**config.mk**
```make
export PLATFORM = sky130hd
export DESIGN_NAME = multicycle_control_unit
export DESIGN_NICKNAME = d
export VERILOG_FILES = /design/src/rtl/multicycle_control_unit.sv
export SDC_FILE = /design/constraint.sdc
export NUM_CORES = 1
export LEC_CHECK = 0
export BUFFER_PORTS_ARGS = -buffer_cell sky130_fd_sc_hd__buf_4
export CAP_MARGIN = 20
export CORE_MARGIN = 8
export CORE_UTILIZATION = 47
export DETAILED_ROUTE_END_ITERATION = 16
export PLACE_DENSITY = 0.75
export SLEW_MARGIN = 10
export SYNTH_ARGS = -nofsm -noshare
export SYNTH_HDL_FRONTEND = slang
export SYNTH_SLANG_ARGS = --single-unit
export TNS_END_PERCENT = 30
```
**constraint.sdc**
```tcl
create_clock -name clk -period 2.3 [get_ports clk]
set_input_delay 0.23 -clock clk [delete_from_list [all_inputs] [get_ports clk]]
set_output_delay 0.23 -clock clk [all_outputs]
set_load 0.02 [all_outputs]
```
**src/rtl/multicycle_control_unit.sv**
```systemverilog
// Multicycle RV32I-subset control FSM: sequences one instruction over several clocks
// on a shared-memory datapath, with memory handshake, bus timeout and trap causes.
module multicycle_control_unit #(
  parameter int MEM_TIMEOUT  = 16,
  parameter bit ILLEGAL_TRAP = 1'b1
) (
  input  logic       clk,
  input  logic       rst_n,
  input  logic [6:0] opcode,
  input  logic       mem_ready,
  input  logic       branch_cond,
  output logic       mem_req,
  output logic       mem_we,
  output logic       i_or_d,
  output logic       ir_write,
  output logic       pc_write,
  output logic       reg_write,
  output logic [1:0] mem_to_reg,
  output logic [1:0] alu_src_a,
  output logic [1:0] alu_src_b,
  output logic [1:0] alu_op,
  output logic [1:0] pc_src,
  output logic [3:0] state,
  output logic       retired,
  output logic       illegal,
  output logic       bus_err
);
  localparam int CNT_W = (MEM_TIMEOUT > 0) ? $clog2(MEM_TIMEOUT + 1) : 1;
  localparam logic [CNT_W-1:0] CNT_LAST = CNT_W'(MEM_TIMEOUT - 1);

  localparam logic [6:0] OP_R    = 7'b0110011;
  localparam logic [6:0] OP_I    = 7'b0010011;
  localparam logic [6:0] OP_LW   = 7'b0000011;
  localparam logic [6:0] OP_SW   = 7'b0100011;
  localparam logic [6:0] OP_BR   = 7'b1100011;
  localparam logic [6:0] OP_JAL  = 7'b1101111;
  localparam logic [6:0] OP_JALR = 7'b1100111;

  typedef enum logic [3:0] {
    S_FETCH    = 4'd0,
    S_DECODE   = 4'd1,
    S_EXEC_R   = 4'd2,
    S_EXEC_I   = 4'd3,
    S_MEM_ADDR = 4'd4,
    S_MEM_RD   = 4'd5,
    S_MEM_WB   = 4'd6,
    S_MEM_WR   = 4'd7,
    S_ALU_WB   = 4'd8,
    S_BRANCH   = 4'd9,
    S_JAL      = 4'd10,
    S_JALR     = 4'd11,
    S_TRAP     = 4'd12
  } state_t;

  state_t           r_state;
  state_t           w_next;
  logic [CNT_W-1:0] r_cnt;
  logic             r_illegal;
  logic             r_bus_err;
  logic             w_mem_state;
  logic             w_wait;
  logic             w_timeout;
  logic             w_known;
  logic             w_set_ill;
  logic             w_set_bus;

  assign w_mem_state = (r_state == S_FETCH) || (r_state == S_MEM_RD) || (r_state == S_MEM_WR);
  assign w_wait      = w_mem_state && !mem_ready;
  // The cycle whose stall would make the count reach MEM_TIMEOUT is the trapping one
  assign w_timeout   = (MEM_TIMEOUT != 0) && w_wait && (r_cnt == CNT_LAST);
  assign w_known     = opcode inside {OP_R, OP_I, OP_LW, OP_SW, OP_BR, OP_JAL, OP_JALR};

  always_comb begin
    w_next    = r_state;
    w_set_ill = 1'b0;
    w_set_bus = 1'b0;
    case (r_state)
      S_FETCH, S_MEM_RD, S_MEM_WR: begin
        if (mem_ready) begin
          w_next = (r_state == S_FETCH)  ? S_DECODE :
                   (r_state == S_MEM_RD) ? S_MEM_WB : S_FETCH;
        end else if (w_timeout) begin
          w_next    = S_TRAP;
          w_set_bus = 1'b1;
        end
      end
      S_DECODE: begin
        case (opcode)
          OP_R:         w_next = S_EXEC_R;
          OP_I:         w_next = S_EXEC_I;
          OP_LW, OP_SW: w_next = S_MEM_ADDR;
          OP_BR:        w_next = S_BRANCH;
          OP_JAL:       w_next = S_JAL;
          OP_JALR:      w_next = S_JALR;
          default: begin
            w_next    = ILLEGAL_TRAP ? S_TRAP : S_FETCH;
            w_set_ill = ILLEGAL_TRAP;
          end
        endcase
      end
      S_EXEC_R, S_EXEC_I: w_next = S_ALU_WB;
      S_MEM_ADDR:         w_next = (opcode == OP_SW) ? S_MEM_WR : S_MEM_RD;
      S_MEM_WB, S_ALU_WB, S_BRANCH, S_JAL, S_JALR: w_next = S_FETCH;
      S_TRAP:             w_next = S_TRAP;
      default:            w_next = S_FETCH;
    endcase
  end

  always_ff @(posedge clk or negedge rst_n) begin
    if (!rst_n) begin
      r_state   <= S_FETCH;
      r_cnt     <= '0;
      r_illegal <= 1'b0;
      r_bus_err <= 1'b0;
    end else begin
      r_state <= w_next;
      if (w_next != r_state) begin
        r_cnt <= '0;
      end else if (w_wait && (r_cnt != '1)) begin
        r_cnt <= r_cnt + CNT_W'(1);
      end
      if (w_set_ill) r_illegal <= 1'b1;
      if (w_set_bus) r_bus_err <= 1'b1;
    end
  end

  // Write enables in FETCH are also gated by rst_n so nothing loads while reset is held
  always_comb begin
    mem_req    = 1'b0;
    mem_we     = 1'b0;
    i_or_d     = 1'b0;
    ir_write   = 1'b0;
    pc_write   = 1'b0;
    reg_write  = 1'b0;
    mem_to_reg = 2'b00;
    alu_src_a  = 2'b00;
    alu_src_b  = 2'b00;
    alu_op     = 2'b00;
    pc_src     = 2'b00;
    retired    = 1'b0;
    case (r_state)
      S_FETCH: begin
        mem_req   = 1'b1;
        alu_src_b = 2'b01;
        ir_write  = mem_ready & rst_n;
        pc_write  = mem_ready & rst_n;
      end
      S_DECODE: begin
        alu_src_a = 2'b01;
        alu_src_b = 2'b10;
        retired   = !w_known && !ILLEGAL_TRAP;
      end
      S_EXEC_R: begin
        alu_src_a = 2'b10;
        alu_op    = 2'b10;
      end
      S_EXEC_I: begin
        alu_src_a = 2'b10;
        alu_src_b = 2'b10;
        alu_op    = 2'b10;
      end
      S_MEM_ADDR: begin
        alu_src_a = 2'b10;
        alu_src_b = 2'b10;
      end
      S_MEM_RD: begin
        mem_req = 1'b1;
        i_or_d  = 1'b1;
      end
      S_MEM_WB: begin
        reg_write  = 1'b1;
        mem_to_reg = 2'b01;
        retired    = 1'b1;
      end
      S_MEM_WR: begin
        mem_req = 1'b1;
        mem_we  = 1'b1;
        i_or_d  = 1'b1;
        retired = mem_ready;
      end
      S_ALU_WB: begin
        reg_write = 1'b1;
        retired   = 1'b1;
      end
      S_BRANCH: begin
        alu_src_a = 2'b10;
        alu_op    = 2'b01;
        pc_src    = 2'b01;
        pc_write  = branch_cond;
        retired   = 1'b1;
      end
      S_JAL: begin
        reg_write  = 1'b1;
        mem_to_reg = 2'b10;
        pc_src     = 2'b01;
        pc_write   = 1'b1;
        retired    = 1'b1;
      end
      S_JALR: begin
        alu_src_a  = 2'b10;
        alu_src_b  = 2'b10;
        pc_src     = 2'b10;
        pc_write   = 1'b1;
        reg_write  = 1'b1;
        mem_to_reg = 2'b10;
        retired    = 1'b1;
      end
      default: ;
    endcase
  end

  assign state   = r_state;
  assign illegal = r_illegal;
  assign bus_err = r_bus_err;

endmodule

```
==> metrics.yaml, run 1 <==
timing:
  slew_headroom: 0.695
  min_period_ps: 2230
  rsz0062_at_grt: "true"
  hold-worst-slack_ps: 320
  worst_slack_ps: 70.0
  fmax_mhz: 448
  worst_slew_pin_slew_ps: 458
  fin_tns_setup_ps: 0
  fin_crit_sh: 0.970
  setup_violations: 0
  maxSlewViolCount: 0
  finClkSkew_ps: 3.82
  hold_viol: 0
global_route:
  grt.overflow.total: 0
  grt_max_degree: 15
  grt_pass1_wl_um: 4330
  grt_antenna_before_repair: 0
  grt_usage: 0.150
  first_global_vias: 956
worst_setup_path:
  start_kind: "flop"
  worstPathArrival_ps: 2400
  critPathRequiredTime_ps: 2470
  worst-path-stages: 8
  path_max_fanout: 5
  path_delay_family: "simple AND/OR/NAND/NOR gates"
  ff2ff_path_depth: 8
  cp-end-kind: "flop"
  critPathSlowestCell: "dfrtp_1"
  slowest_delay_ps: 410
  path_common_cell: "ha_2"
  worstPathCellList: "ha_2, and3_4, ha_2, or3b_4, a21oi_2, a221o_1, xnor2_2, nor4_1"
  cp_num_buf_inv: 0
  path_class: "flop to flop"
logic_synthesis:
  syn-cell-area_sq_um: 938
  synth_area_per_cell_sq_um: 8.38
  yosys_warnings: 0
  synth-main-ff-cell: "dfrtp_1"
  synth_edf_count: 0
  synthCells: 112
  ys_ff_latch: 11
  synthArstFlopShare: 1.00
  syn_nets: 126
  ys_types: 41
  yosysSeqAreaShare: 0.293
pwr:
  clockPowerShare: 0.085
  swShare: 0.506
  internal_power_mw: 0.783
  vdd_drop_max_v: 0.000680
  cellPowerDensity_nw_per_um2: 1200
  pwr-share-seq: 0.207
  leakage_nw: 0.626
  p_switching_mw: 0.803
  combPwrFrac: 0.708
detailed_routing:
  wirelength_um: 2790
  drc: 0
  num_vias: 1022
  postRouteAntennaNets: 0
  vias_per_cell: 5.71
  drt-initial-drc-count: 34
  drt_pass1_iterations: 5
  wl_per_cell_um: 15.6
place:
  dpl_worst_slack_ps: -48.1
  io_buffers: 33
  dp_cells: 173
  hpwl_um: 2200
  place_congestion: 0.915
layout:
  nets: 167
  final_common_cell: "buf_4"
  layout-drive-gt1-share: 0.362
  diodes: 0
  nFillCells: 170
  fin_util: 0.686
  regArea_sq_um: 275
  multi_input_area_sq_um: 642
  area_growth_pct: 40.5
  instances_no_fill: 179
  final_cell_mix: "buf_4 (40), dfrtp_1 (11), nand2_1 (9), nor2_1 (9), inv_1 (8)"
clock_network:
  cts_max_path_buffers: 2
  clock_latency_ps: 270
  cts.sinks: 11
  cts-buffers-inserted: 3
  cts_root_buf: "clkbuf_4"
  cts_tree: "done"
  cts_max_level: 1
  clk_pin_slew_worst_paths_ps: 80
floorplan:
  die_h_um: 60.7
  start_util: 0.488
  fp.dieW_um: 60.7
  core-area_sq_um: 1920
  die-area_sq_um: 3680
  io_pins: 34
  rows: 16
outcome:
  status: "finished clean"
flow_run:
  maxCapViolations: 0
min_path:
  hold_class: "input port to async pin"
## cells in the mapped netlist, types with 4 or more instances
cell	n	share of area
nor2_1	9	0.036
inv_1	8	0.032
xnor2_1	4	0.037
o21ai_0	6	0.032
a21oi_1	6	0.032
nor4_1	7	0.047
dfrtp_1	11	0.29
nand2_1	9	0.036
## power by group through the flow
stage          Combinational [mW]  Clock [mW]  Sequential [mW]
3_5_place_dp                 1.09           0            0.333
6_report                     1.12       0.135            0.329
3_3_place_gp                 1.07           0            0.327
5_1_grt                      1.21       0.146            0.339
2_1_floorplan               0.658           0            0.351
4_1_cts                      1.11       0.136            0.328
## state kept, by name, summed over array words and instances, names as in the netlist
signal / cells
state: 4
bus_err: 1
r_cnt: 5
illegal: 1
## repair_timing
item	4_1_cts	5_1_grt
setup buffers	0	1
setup endpoints to repair	5	5
resized for setup	1	5
pin swaps	4	3
hold buffers	1	0
hold endpoints to repair	11	0
## logic make-up (layout without fill, tap and decap cells)
family / after synthesis / count (layout) / share of synthesized area
simple gates: 51 / 51 / 0.329
compound gates: 27 / 27 / 0.216
buf+inv: 13 / 53 / 0.0547
flops: 11 / 11 / 0.293
xor+xnor: 6 / 6 / 0.0560
fa+ha+maj: 3 / 3 / 0.0400
mux: 1 / 1 / 0.0107
## final cells by class
type / count / area share
timing repair buffer: 41 / 0.235
tap: 27 / 0.0256
sequential: 11 / 0.209
clock inverter: 1 / 0.00380
multi-input combinational: 88 / 0.487
clock buffer: 3 / 0.0171
inverter: 8 / 0.0228
## metal layers
metal	share of wire	track usage
met1	0.42	0.190
met2	0.49	0.246
met3	0.084	0.0551
met4	0	0.00997
met5	0	0
## path summary, 6_finish.rpt
check	startpoint	to	slack, ps
max	r_cnt[0]$_DFFE_PN0P_	r_cnt[0]$_DFFE_PN0P_	70
min	rst_n	r_cnt[3]$_DFFE_PN0P_	320
max reg2reg	r_cnt[0]$_DFFE_PN0P_	r_cnt[0]$_DFFE_PN0P_	70
min reg2reg	illegal$_DFFE_PN0P_	illegal$_DFFE_PN0P_	460
max in group asynchronous	rst_n	state[3]$_DFF_PN0_	1830
min in group clk	opcode[3]	state[0]$_DFF_PN0_	330
## worst reg2reg max path, stage by stage, from the launching register on
cell	delay (ps)
dfrtp_1	410
ha_2	200
and3_4	180
ha_2	190
or3b_4	380
a21oi_2	150
a221o_1	200
xnor2_2	130
nor4_1	290
## metrics by stage
step | power [mW] | instance area, sq um
3_3_place_gp | 1.40 | 1250
2_1_floorplan | 1.01 | 945
4_1_cts | 1.57 | 1290
5_1_grt | 1.69 | 1320
3_5_place_dp | 1.42 | 1250
6_report | 1.59 | 1320
Note: power is estimated with default switching activity, not from simulation.
==> inputs of run 2 (changes only) <==
- CORE_UTILIZATION: 47 -> 44
- PLACE_DENSITY: 0.75 -> 0.74
- clock period: 2.3 -> 1.8 ns (I/O delays scaled with it)
==> metrics.yaml, run 2 (synthesis gave the netlist of run 1 again) <==
pwr:
  internal_power_mw: 1.28  # +64%
  p_switching_mw: 1.23  # +54%
  total_power_mw: 2.52  # +59%
  combPwrFrac: 0.773  # +0.065
  swShare: 0.491  # -0.0157
  clockPowerShare: 0.067  # -0.018
  cellPowerDensity_nw_per_um2: 1580  # +32%
  pwr-share-seq: 0.160  # -0.047
  leakage_nw: 0.737  # +18%
  vdd_drop_max_v: 0.00105  # +55%
global_route:
  grt_max_degree: 15  # unchanged
  grt_pass1_wl_um: 5060  # +17%
  grt_usage: 0.154  # +0.00459
  grt.busiest_layer: "met2"
  use_met2: 0.264  # +0.0181
  grt.overflow.total: 0  # unchanged
  use_met3: 0.0591  # +0.00406
  gr-usage-met1: 0.176  # -0.0140
  grt_antenna_before_repair: 0  # unchanged
  first_global_vias: 1073  # +12%
timing:
  rsz0062_at_grt: "true"
  worst_slew_pin_slew_ps: 424  # -33.7 ps
  fmax_mhz: 480  # +7.1%
  fin_crit_sh: 1.16  # +0.187
  maxSlewViolCount: 0  # unchanged
  worst_slack_ps: -281  # -352 ps
  setup_violations: 6  # +6
  hold_viol: 0  # unchanged
  fin_tns_setup_ps: -1390  # -1390 ps
  finClkSkew_ps: 3.72  # -0.102 ps
  min_period_ps: 2080  # -148 ps
  hold-worst-slack_ps: 265  # -54.8 ps
  slew_headroom: 0.714  # +0.0195
worst_setup_path:
  cp-end-kind: "flop"
  cp_num_buf_inv: 0  # unchanged
  worstPathArrival_ps: 2250  # -150 ps
  critPathRequiredTime_ps: 1970  # -500 ps
  path_class: "flop to flop"
  path_delay_family: "simple AND/OR/NAND/NOR gates"
  worstPathCellList: "ha_2, and3_4, ha_4, or3b_4, a21oi_2, a221o_1, xnor2_2, nor4_2"
  rrSetupSlack_ps: -280  # -350 ps
  reg2reg_to: "r_cnt[2]$_DFFE_PN0P_"
  path_max_fanout: 5  # unchanged
  slowest_delay_ps: 390  # -20 ps
  start_kind: "flop"
  ff2ff_path_depth: 8  # unchanged
  critPathSlowestCell: "dfrtp_1"
  r2r-start: "r_cnt[1]$_DFFE_PN0P_"
floorplan:
  core-area_sq_um: 1980  # +3.1%
  io_pins: 34  # unchanged
  start_util: 0.473  # -0.0148
  die_h_um: 62.2  # +2.5%
  die-area_sq_um: 3870  # +5.0%
  rows: 16  # unchanged
  fp.dieW_um: 62.2  # +2.5%
layout:
  area_growth_pct: 69.3
  largest_reg_flops: 5  # unchanged
  largest-register: "r_cnt"
  layout-drive-gt1-share: 0.512  # +0.150
  multi_input_area_sq_um: 761  # +19%
  diodes: 0  # unchanged
  final_cell_mix: "buf_4 (48), nand2_1 (9), dfrtp_1 (9)"
  fin_util: 0.802  # +0.116
  final_common_cell: "buf_4"
  regArea_sq_um: 278  # +0.91%
  nets: 183  # +9.6%
  nFillCells: 112  # -34%
clock_network:
  clk_pin_slew_worst_paths_ps: 70  # about the same
  cts-buffers-inserted: 3  # unchanged
  cts_root_buf: "clkbuf_4"
  cts_max_path_buffers: 2  # unchanged
  cts_max_level: 1  # unchanged
  clock_latency_ps: 270  # about the same
  cts_tree: "done"
  cts.sinks: 11  # unchanged
min_path:
  hold_end: "state[0]$_DFF_PN0_"
  hold_class: "input port to flop"
  hp-start: "opcode[3]"
  holdPathStages: 3
place:
  place_congestion: 0.885  # -3.2%
  hpwl_um: 2350  # +6.5%
  dpl_worst_slack_ps: -436  # -388 ps
  io_buffers: 33  # unchanged
detailed_routing:
  drt_pass1_iterations: 4  # -1
  drc: 0  # unchanged
  vias_per_cell: 5.54  # -3.0%
  wl_per_cell_um: 16.0  # +2.4%
  num_vias: 1080  # +5.7%
  postRouteAntennaNets: 0  # unchanged
  drt-initial-drc-count: 40  # +18%
  wirelength_um: 3120  # +12%
outcome:
  violations: "setup timing"
  status: "complete, but fails checks"
flow_run:
  maxCapViolations: 0  # unchanged
run 2: changes by cell type in the layout (fill, tap and decap cells not counted), moves of 3 or more:
cell     previous run  this run
buf_4              40        48
buf_6               0         8
nor4_1              6         2
a21oi_1             5         2
o21ai_0             6         3
o21ai_1             0         3
run 2: repair_timing:
item | in CTS | in global routing
endpoints found under the setup margin | 10 | 14
resized for setup | 15 | 18
setup buffers | 1 | 2
pin swaps | 10 | 4
hold buffers | 1 | 0
hold endpoints to repair | 11 | 0
run 2: worst max-delay path by stage:
stage	end	depth (start not counted)	startpoint
global placement	r_cnt[0]$_DFFE_PN0P_	8	r_cnt[0]$_DFFE_PN0P_
floorplan	r_cnt[1]$_DFFE_PN0P_	6	state[2]$_DFF_PN0_
detailed placement	r_cnt[0]$_DFFE_PN0P_	8	r_cnt[0]$_DFFE_PN0P_
finish	r_cnt[2]$_DFFE_PN0P_	8	r_cnt[1]$_DFFE_PN0P_
global route	r_cnt[3]$_DFFE_PN0P_	9	r_cnt[0]$_DFFE_PN0P_
CTS	r_cnt[2]$_DFFE_PN0P_	8	r_cnt[1]$_DFFE_PN0P_
run 2: metrics by stage:
| stage | area (sq um) | std cells |
|---|---|---|
| floorplan | 977 | 112 |
| global placement | 1400 | 189 |
| detailed placement | 1400 | 189 |
| CTS | 1510 | 194 |
| global route | 1590 | 195 |
| finish | 1590 | 195 |
run 2: per-layer routing:
layer / vias up / part of all wire
met5: - / 0
met4: 0 / 0
met3: 0 / 0.069
met2: 38 / 0.52
met1: 518 / 0.41
li1: 524 / -
run 2: power groups by stage:
stage,clock network [mW],registers [mW],logic (mW)
after floorplan,0,0.454,0.892
after global placement,0,0.391,1.57
after detailed placement,0,0.395,1.61
after CTS,0.177,0.393,1.73
after global routing,0.187,0.413,2.06
final,0.169,0.403,1.94
run 2: final cells by class:
type,instances,area share
Multi-Input combinational cell,88,0.479
Clock buffer,4,0.0165
Timing Repair Buffer,57,0.290
Inverter,8,0.0189
Tap cell,27,0.0213
Sequential cell,11,0.175
run 2: tightest hold or removal path, delay by kind of cell:
family                 cells  cell delay, ps
buffers and inverters      1              90
AO/OA/AOI/OAI              1             100
AND/OR/NAND/NOR            1             110
